## src/rtl/multichannel_comparator_if.sv

```systemverilog
// AXI-stream style sample bus: data plus a dest field used as the channel index.
// The slave drives ready; the comparator ties it high.
interface axi_stream #(
  parameter int unsigned DATA_WIDTH = 16,
  parameter int unsigned DEST_WIDTH = 8
);
  logic                  valid;
  logic                  ready;
  logic [DATA_WIDTH-1:0] data;
  logic [DEST_WIDTH-1:0] dest;

  modport master (output valid, output data, output dest, input ready);
  modport slave  (input valid, input data, input dest, output ready);
endinterface

```

## src/rtl/multichannel_comparator.sv

```systemverilog
// Multi-channel hysteresis window comparator with per-channel debounce, trip latching
// and first-fault capture. Only the channel addressed by the accepted sample updates.
module multichannel_comparator #(
  parameter int unsigned DATA_PATH_WIDTH = 16,
  parameter int unsigned N_CHANNELS      = 4,
  parameter int unsigned DEBOUNCE_WIDTH  = 8,
  localparam int unsigned CH_W           = (N_CHANNELS > 1) ? $clog2(N_CHANNELS) : 1
) (
  input  logic                              clock,
  input  logic                              reset,
  input  logic signed [DATA_PATH_WIDTH-1:0] thresholds [0:N_CHANNELS-1][0:3],
  axi_stream.slave                          data_in,
  input  logic [DEBOUNCE_WIDTH-1:0]         debounce_length,
  input  logic                              latching_mode,
  input  logic [N_CHANNELS-1:0]             clear_latch,
  input  logic                              clear_first_fault,
  output logic [N_CHANNELS-1:0]             trip_high,
  output logic [N_CHANNELS-1:0]             trip_low,
  output logic                              trip_any,
  output logic                              first_fault_valid,
  output logic [CH_W-1:0]                   first_fault_channel,
  output logic                              first_fault_high
);

  logic [N_CHANNELS-1:0]     trip_high_q, trip_high_d;
  logic [N_CHANNELS-1:0]     trip_low_q, trip_low_d;
  logic [N_CHANNELS-1:0]     latched_q, latched_d;
  logic [DEBOUNCE_WIDTH-1:0] cnt_hi_q [N_CHANNELS];
  logic [DEBOUNCE_WIDTH-1:0] cnt_hi_d [N_CHANNELS];
  logic [DEBOUNCE_WIDTH-1:0] cnt_lo_q [N_CHANNELS];
  logic [DEBOUNCE_WIDTH-1:0] cnt_lo_d [N_CHANNELS];
  logic                      ff_valid_q, ff_valid_d;
  logic [CH_W-1:0]           ff_ch_q, ff_ch_d;
  logic                      ff_high_q, ff_high_d;

  logic signed [DATA_PATH_WIDTH-1:0] sample;
  logic [31:0]                       dest_ext;
  logic [CH_W-1:0]                   ch;
  logic                              accept;
  logic                              hold;
  logic                              set_hi, set_lo;
  logic [DEBOUNCE_WIDTH-1:0]         deb_len;
  logic [DEBOUNCE_WIDTH-1:0]         cnt_hi_inc, cnt_lo_inc;

  assign data_in.ready = 1'b1;

  always_comb begin
    trip_high_d = trip_high_q;
    trip_low_d  = trip_low_q;
    latched_d   = latched_q;
    cnt_hi_d    = cnt_hi_q;
    cnt_lo_d    = cnt_lo_q;
    ff_valid_d  = ff_valid_q;
    ff_ch_d     = ff_ch_q;
    ff_high_d   = ff_high_q;
    set_hi      = 1'b0;
    set_lo      = 1'b0;
    hold        = 1'b0;
    cnt_hi_inc  = '0;
    cnt_lo_inc  = '0;
    sample      = $signed(data_in.data);
    dest_ext    = 32'(data_in.dest);
    ch          = dest_ext[CH_W-1:0];
    accept      = data_in.valid && (dest_ext < N_CHANNELS);
    deb_len     = (debounce_length == '0) ? DEBOUNCE_WIDTH'(1) : debounce_length;

    if (latching_mode) begin
      for (int i = 0; i < int'(N_CHANNELS); i++) begin
        if (clear_latch[i]) begin
          latched_d[i]   = 1'b0;
          trip_high_d[i] = 1'b0;
          trip_low_d[i]  = 1'b0;
        end
      end
    end else begin
      latched_d = '0;
    end

    if (accept) begin
      // Holding is judged on the pre-edge latch state; a coincident clear already zeroed trips.
      hold = latched_q[ch] & latching_mode;

      cnt_hi_inc = (&cnt_hi_q[ch]) ? cnt_hi_q[ch] : cnt_hi_q[ch] + 1'b1;
      cnt_lo_inc = (&cnt_lo_q[ch]) ? cnt_lo_q[ch] : cnt_lo_q[ch] + 1'b1;

      if (sample > thresholds[ch][3]) begin
        cnt_hi_d[ch] = cnt_hi_inc;
        set_hi       = (cnt_hi_inc >= deb_len);
      end else begin
        cnt_hi_d[ch] = '0;
      end

      if (sample < thresholds[ch][0]) begin
        cnt_lo_d[ch] = cnt_lo_inc;
        set_lo       = (cnt_lo_inc >= deb_len);
      end else begin
        cnt_lo_d[ch] = '0;
      end

      if ((sample < thresholds[ch][2]) && !hold) trip_high_d[ch] = 1'b0;
      if ((sample > thresholds[ch][1]) && !hold) trip_low_d[ch]  = 1'b0;

      // A set on this edge wins over a coincident latch clear.
      if (set_hi) begin
        trip_high_d[ch] = 1'b1;
        latched_d[ch]   = latching_mode;
      end
      if (set_lo) begin
        trip_low_d[ch] = 1'b1;
        latched_d[ch]  = latching_mode;
      end
    end

    if (clear_first_fault) begin
      ff_valid_d = 1'b0;
      ff_ch_d    = '0;
      ff_high_d  = 1'b0;
    end
    if ((set_hi || set_lo) && (!ff_valid_q || clear_first_fault)) begin
      ff_valid_d = 1'b1;
      ff_ch_d    = ch;
      ff_high_d  = set_hi;
    end
  end

  always_ff @(posedge clock or negedge reset) begin
    if (!reset) begin
      trip_high_q <= '0;
      trip_low_q  <= '0;
      latched_q   <= '0;
      for (int i = 0; i < int'(N_CHANNELS); i++) begin
        cnt_hi_q[i] <= '0;
        cnt_lo_q[i] <= '0;
      end
      ff_valid_q  <= 1'b0;
      ff_ch_q     <= '0;
      ff_high_q   <= 1'b0;
    end else begin
      trip_high_q <= trip_high_d;
      trip_low_q  <= trip_low_d;
      latched_q   <= latched_d;
      cnt_hi_q    <= cnt_hi_d;
      cnt_lo_q    <= cnt_lo_d;
      ff_valid_q  <= ff_valid_d;
      ff_ch_q     <= ff_ch_d;
      ff_high_q   <= ff_high_d;
    end
  end

  assign trip_high           = trip_high_q;
  assign trip_low            = trip_low_q;
  assign trip_any            = (|trip_high_q) | (|trip_low_q);
  assign first_fault_valid   = ff_valid_q;
  assign first_fault_channel = ff_ch_q;
  assign first_fault_high    = ff_high_q;

endmodule

```

## src/flat_wrapper.sv

```systemverilog
// flat-port wrapper written by rule: the top's interface ports become plain ports
module multichannel_comparator_flat 
#(
  parameter int unsigned DATA_PATH_WIDTH = 16,
  parameter int unsigned N_CHANNELS      = 4,
  parameter int unsigned DEBOUNCE_WIDTH  = 8,
  localparam int unsigned CH_W           = (N_CHANNELS > 1) ? $clog2(N_CHANNELS) : 1
)
  (clock, reset, thresholds, debounce_length, latching_mode, clear_latch, clear_first_fault, trip_high, trip_low, trip_any, first_fault_valid, first_fault_channel, first_fault_high, data_in_valid, data_in_data, data_in_dest, data_in_ready);
  axi_stream #(.DATA_WIDTH((16)), .DEST_WIDTH(8)) data_in_i ();
  input  logic clock;
  input  logic reset;
  input  logic signed [DATA_PATH_WIDTH-1:0] thresholds[0:N_CHANNELS-1][0:3];
  input  logic [DEBOUNCE_WIDTH-1:0] debounce_length;
  input  logic latching_mode;
  input  logic [N_CHANNELS-1:0] clear_latch;
  input  logic clear_first_fault;
  output logic [N_CHANNELS-1:0] trip_high;
  output logic [N_CHANNELS-1:0] trip_low;
  output logic trip_any;
  output logic first_fault_valid;
  output logic [CH_W-1:0] first_fault_channel;
  output logic first_fault_high;
  input wire logic [$bits(data_in_i.valid)-1:0] data_in_valid;
  input wire logic [$bits(data_in_i.data)-1:0] data_in_data;
  input wire logic [$bits(data_in_i.dest)-1:0] data_in_dest;
  output wire logic [$bits(data_in_i.ready)-1:0] data_in_ready;
  assign data_in_i.valid = data_in_valid;
  assign data_in_i.data = data_in_data;
  assign data_in_i.dest = data_in_dest;
  assign data_in_ready = data_in_i.ready;
  multichannel_comparator #(.DATA_PATH_WIDTH(DATA_PATH_WIDTH), .N_CHANNELS(N_CHANNELS), .DEBOUNCE_WIDTH(DEBOUNCE_WIDTH)) u_core (.clock(clock), .reset(reset), .thresholds(thresholds), .data_in(data_in_i), .debounce_length(debounce_length), .latching_mode(latching_mode), .clear_latch(clear_latch), .clear_first_fault(clear_first_fault), .trip_high(trip_high), .trip_low(trip_low), .trip_any(trip_any), .first_fault_valid(first_fault_valid), .first_fault_channel(first_fault_channel), .first_fault_high(first_fault_high));
endmodule
```

## config.mk

```make
export PLATFORM = sky130hd
export DESIGN_NAME = multichannel_comparator_flat
export DESIGN_NICKNAME = d
export VERILOG_FILES = /design/src/rtl/multichannel_comparator_if.sv /design/src/rtl/multichannel_comparator.sv /design/src/flat_wrapper.sv
export SDC_FILE = /design/constraint.sdc
export NUM_CORES = 1
export LEC_CHECK = 0
export CORE_UTILIZATION = 48
export CTS_CLUSTER_SIZE = 40
export DETAILED_ROUTE_END_ITERATION = 6
export PLACE_DENSITY = 0.95
export SETUP_SLACK_MARGIN = 0.1
export SLEW_MARGIN = 15
export SYNTH_ARGS = -nofsm -noshare
export SYNTH_HDL_FRONTEND = slang
export SYNTH_SLANG_ARGS = --single-unit
```

## constraint.sdc

```tcl
create_clock -name clock -period 5.95 [get_ports clock]
set_input_delay 1.19 -clock clock [delete_from_list [all_inputs] [get_ports clock]]
set_output_delay 1.19 -clock clock [all_outputs]
set_load 0.005 [all_outputs]
```

==> run metrics <==
Max VDD drop=138 uV; Critical Path Start=data_in_dest[0]; Async S/R FF share, synth=100%; Fmax=0.198 GHz; MaxCap Viol Count=0; Startpoint Class=input pin; ys flop type=dfrtp_1; Root Driver=clkbuf_16; drt via density=6.21; sequential cell area=0.00200 sq mm; placed cell areas=0.0108 sq mm; Post-Syn Area=0.00755 sq mm; starting density of the core=49.5%; CTS Buffer Depth=2; Worst-Margin Slew=1.11 ns; clock latency on the worst-skew pair=0.35 ns; Initial DRC Count=700; final period utilization=85.0%; total track usage=36.4%; clock power share=32.8%; reg2reg start=u_core.cnt_hi_q[1]; combinational fraction of design power=34.8%; height of the die=127 um; Critical Path End Type=flip-flop; grt total ovfl=0; clock skew=0.00731 ns; largest cells by area after synthesis=dfrtp_1 27%, mux4_2 23%, ha_1 13%; top-count cell post-synth=nand2_1; leak pwr=4.86 nW; gpl congestion=0.956; CP Class=input pin to flip-flop; share of the synthesized area in the top cell type=26.5%; clk sink count=80; Boundary Pins=311; Critical Path Fanout Max=49; EDFF count, synth=0; Syn. warnings=0; Tightest Hold Check Type=flip-flop to flip-flop; outcome=complete, no violations; Post-DRT Antenna Nets=0; DR pass1 iterations=5; Commonest cells post-synth=85 x nand2_1, 80 x dfrtp_1, 80 x ha_1, 79 x inv_1, 78 x mux4_2; die area=0.0162 sq mm; Max-slew headroom=25.4%; Final Hold Viols=0; # setup viols final=0; R2R Setup Slk=2.00 ns; post-DP HPWL=23400 um; Vias=7662; # DRC=0; RSZ-0062 raised after global routing=no; Finished Cell Area=0.0111 sq mm; sequential area share after synthesis=26.5%; footprint of the multi-input gates=0.00507 sq mm; crit path capture=u_core.latched_q[3]; Sw Pwr=0.496 mW; area grow syn2layout=46.9%; Crit path arrival time=5.28 ns; CP Data Required Time=6.17 ns; Reg clk slew, reported paths=0.06 ns; Synth Register Bits=80; layout cell share with drive strength beyond 1=13.5%; leading area contributor after synthesis=dfrtp_1; Avg Cell Area, Syn=10.4 sq um; CTS Hold Bufs=0; Final Max Slew Viols=0; final wirelength=28500 um; I/O Buffers=309; Final Critical Period=5.06 ns; RR Endpoint=u_core.latched_q[3]; fill cell count=1049; depth of the CTS H-tree=3; Syn Nets=1101; TritonCTS Buffers=9; Final #Nets=1393; Int Pwr=1.28 mW; pin count of the biggest net entering global routing=50; first-pass GRT wire length=43700 um; Core ar.=0.0153 sq mm; initial antenna violation count=4; WL per Instance=23.1 um; fraction of power consumed by sequential logic=32.3%; post-CTS resize count=0; post-synthesis cell type count=63; Sw Ratio=28.0%; Row Count=45; Mapped Cells=724; vias in the first global route=8004; pwr dens=160 mW/mm^2; CTS tree=done; Setup Buffers After CTS=0; total negative slack=0 ns; Die X=127 um; Reg2Reg Depth=15
[metrics by stage]
step | util [%] | power [mW] | std cells | hold WS (ns) | setup slack [ns]
finish | 72.7 | 1.77 | 1234 | 0.476 | 0.892
global route | 72.7 | 1.85 | 1234 | 0.497 | 0.582
CTS | 72.6 | 1.77 | 1231 | 0.482 | 0.944
detailed placement | 70.6 | 1.19 | 1216 | 0.466 | 0.591
global placement | 70.6 | 1.16 | 1216 | 0.456 | 0.809
floorplan | - | 0.859 | 724 | 0.440 | 1.18
[worst max-delay path, stage by stage]
cell and delay [ns]:
buf_6 0.49, mux4_2 0.63, ha_1 0.25, and3_1 0.18, and2_4 0.17, nand3_4 0.10
mux2i_1 0.40, inv_1 0.09, ha_1 0.29, nand2_1 0.04, o21ai_0 0.15, nand4_1 0.12
a21oi_1 0.26, o2bb2a_1 0.40, nor2_1 0.17, o32ai_1 0.33
[state kept, by name, indices dropped and copies added (netlist names)]
signal	count
u_core.first_fault_valid	1
u_core.latched_q	4
u_core.first_fault_channel	2
u_core.trip_low	4
u_core.trip_high	4
u_core.first_fault_high	1
u_core.cnt_hi_q	32
u_core.cnt_lo_q	32
[worst min-delay path by stage]
| stage | from | to | slack, ns | cells past startpoint |
|---|---|---|---|---|
| floorplan | u_core.cnt_lo_q[22] | u_core.cnt_lo_q[22] | 0.44 | 2 |
| global placement | u_core.cnt_lo_q[30] | u_core.cnt_lo_q[30] | 0.46 | 2 |
| detailed placement | u_core.cnt_lo_q[2] | u_core.cnt_lo_q[2] | 0.47 | 2 |
| CTS | u_core.cnt_hi_q[15] | u_core.cnt_hi_q[15] | 0.48 | 2 |
| global route | u_core.cnt_hi_q[19] | u_core.cnt_hi_q[19] | 0.50 | 2 |
| finish | u_core.cnt_hi_q[19] | u_core.cnt_hi_q[19] | 0.48 | 2 |
[cell type report]
type                       count  share of cell area, %
clock buffer                   9                   2.03
multi-input combinational    531                   45.8
sequential                    80                   18.1
tap                          211                   2.38
inverter                      79                   2.67
clock inverter                 6                  0.767
timing repair buffer         315                   28.3
antenna                        3                 0.0677
[placed cells by master, fill, tap and decap left out, drive strengths merged, types with 7 or more instances in the layout]
master,n
inv,79
nand3,17
nand2b,12
mux2,17
clkdlybuf4s50,306
and2,8
nand4,11
dfrtp,80
nor2,16
mux4,79
a21o,10
a21oi,27
buf,9
clkbuf,9
nor3,7
o31ai,22
nand2,85
ha,80
nor2b,10
o21ai,48
[kinds of logic (layout without fill, tap and decap cells)]
logic type | after synthesis | after routing | synth area share (%)
compound gates | 150 | 150 | 13.0
xor+xnor | 3 | 3 | 0.348
fa+ha+maj | 80 | 80 | 13.3
buf+inv | 113 | 409 | 6.23
flops | 80 | 80 | 26.5
mux | 102 | 102 | 27.1
other cells | 1 | 4 | 0.0497
simple gates | 195 | 195 | 13.4
[power groups by stage]
| stage | clock, mW | combinational [mW] | sequential [mW] |
|---|---|---|---|
| floorplan | 0 | 0.281 | 0.579 |
| global placement | 0 | 0.582 | 0.583 |
| detailed placement | 0 | 0.606 | 0.583 |
| CTS | 0.585 | 0.612 | 0.573 |
| global route | 0.611 | 0.665 | 0.574 |
| finish | 0.583 | 0.618 | 0.574 |
[per-layer routing]
metal | track usage, % | wire length, um | vias to the layer above
met4 | 14.1 | 1070 | 2
met2 | 62.8 | 14600 | 499
met1 | 44.3 | 10300 | 3766
met3 | 8.12 | 2600 | 82
li1 | - | - | 3313
met5 | 0 | 13 | -
Note: power is estimated with default switching activity, not from simulation.
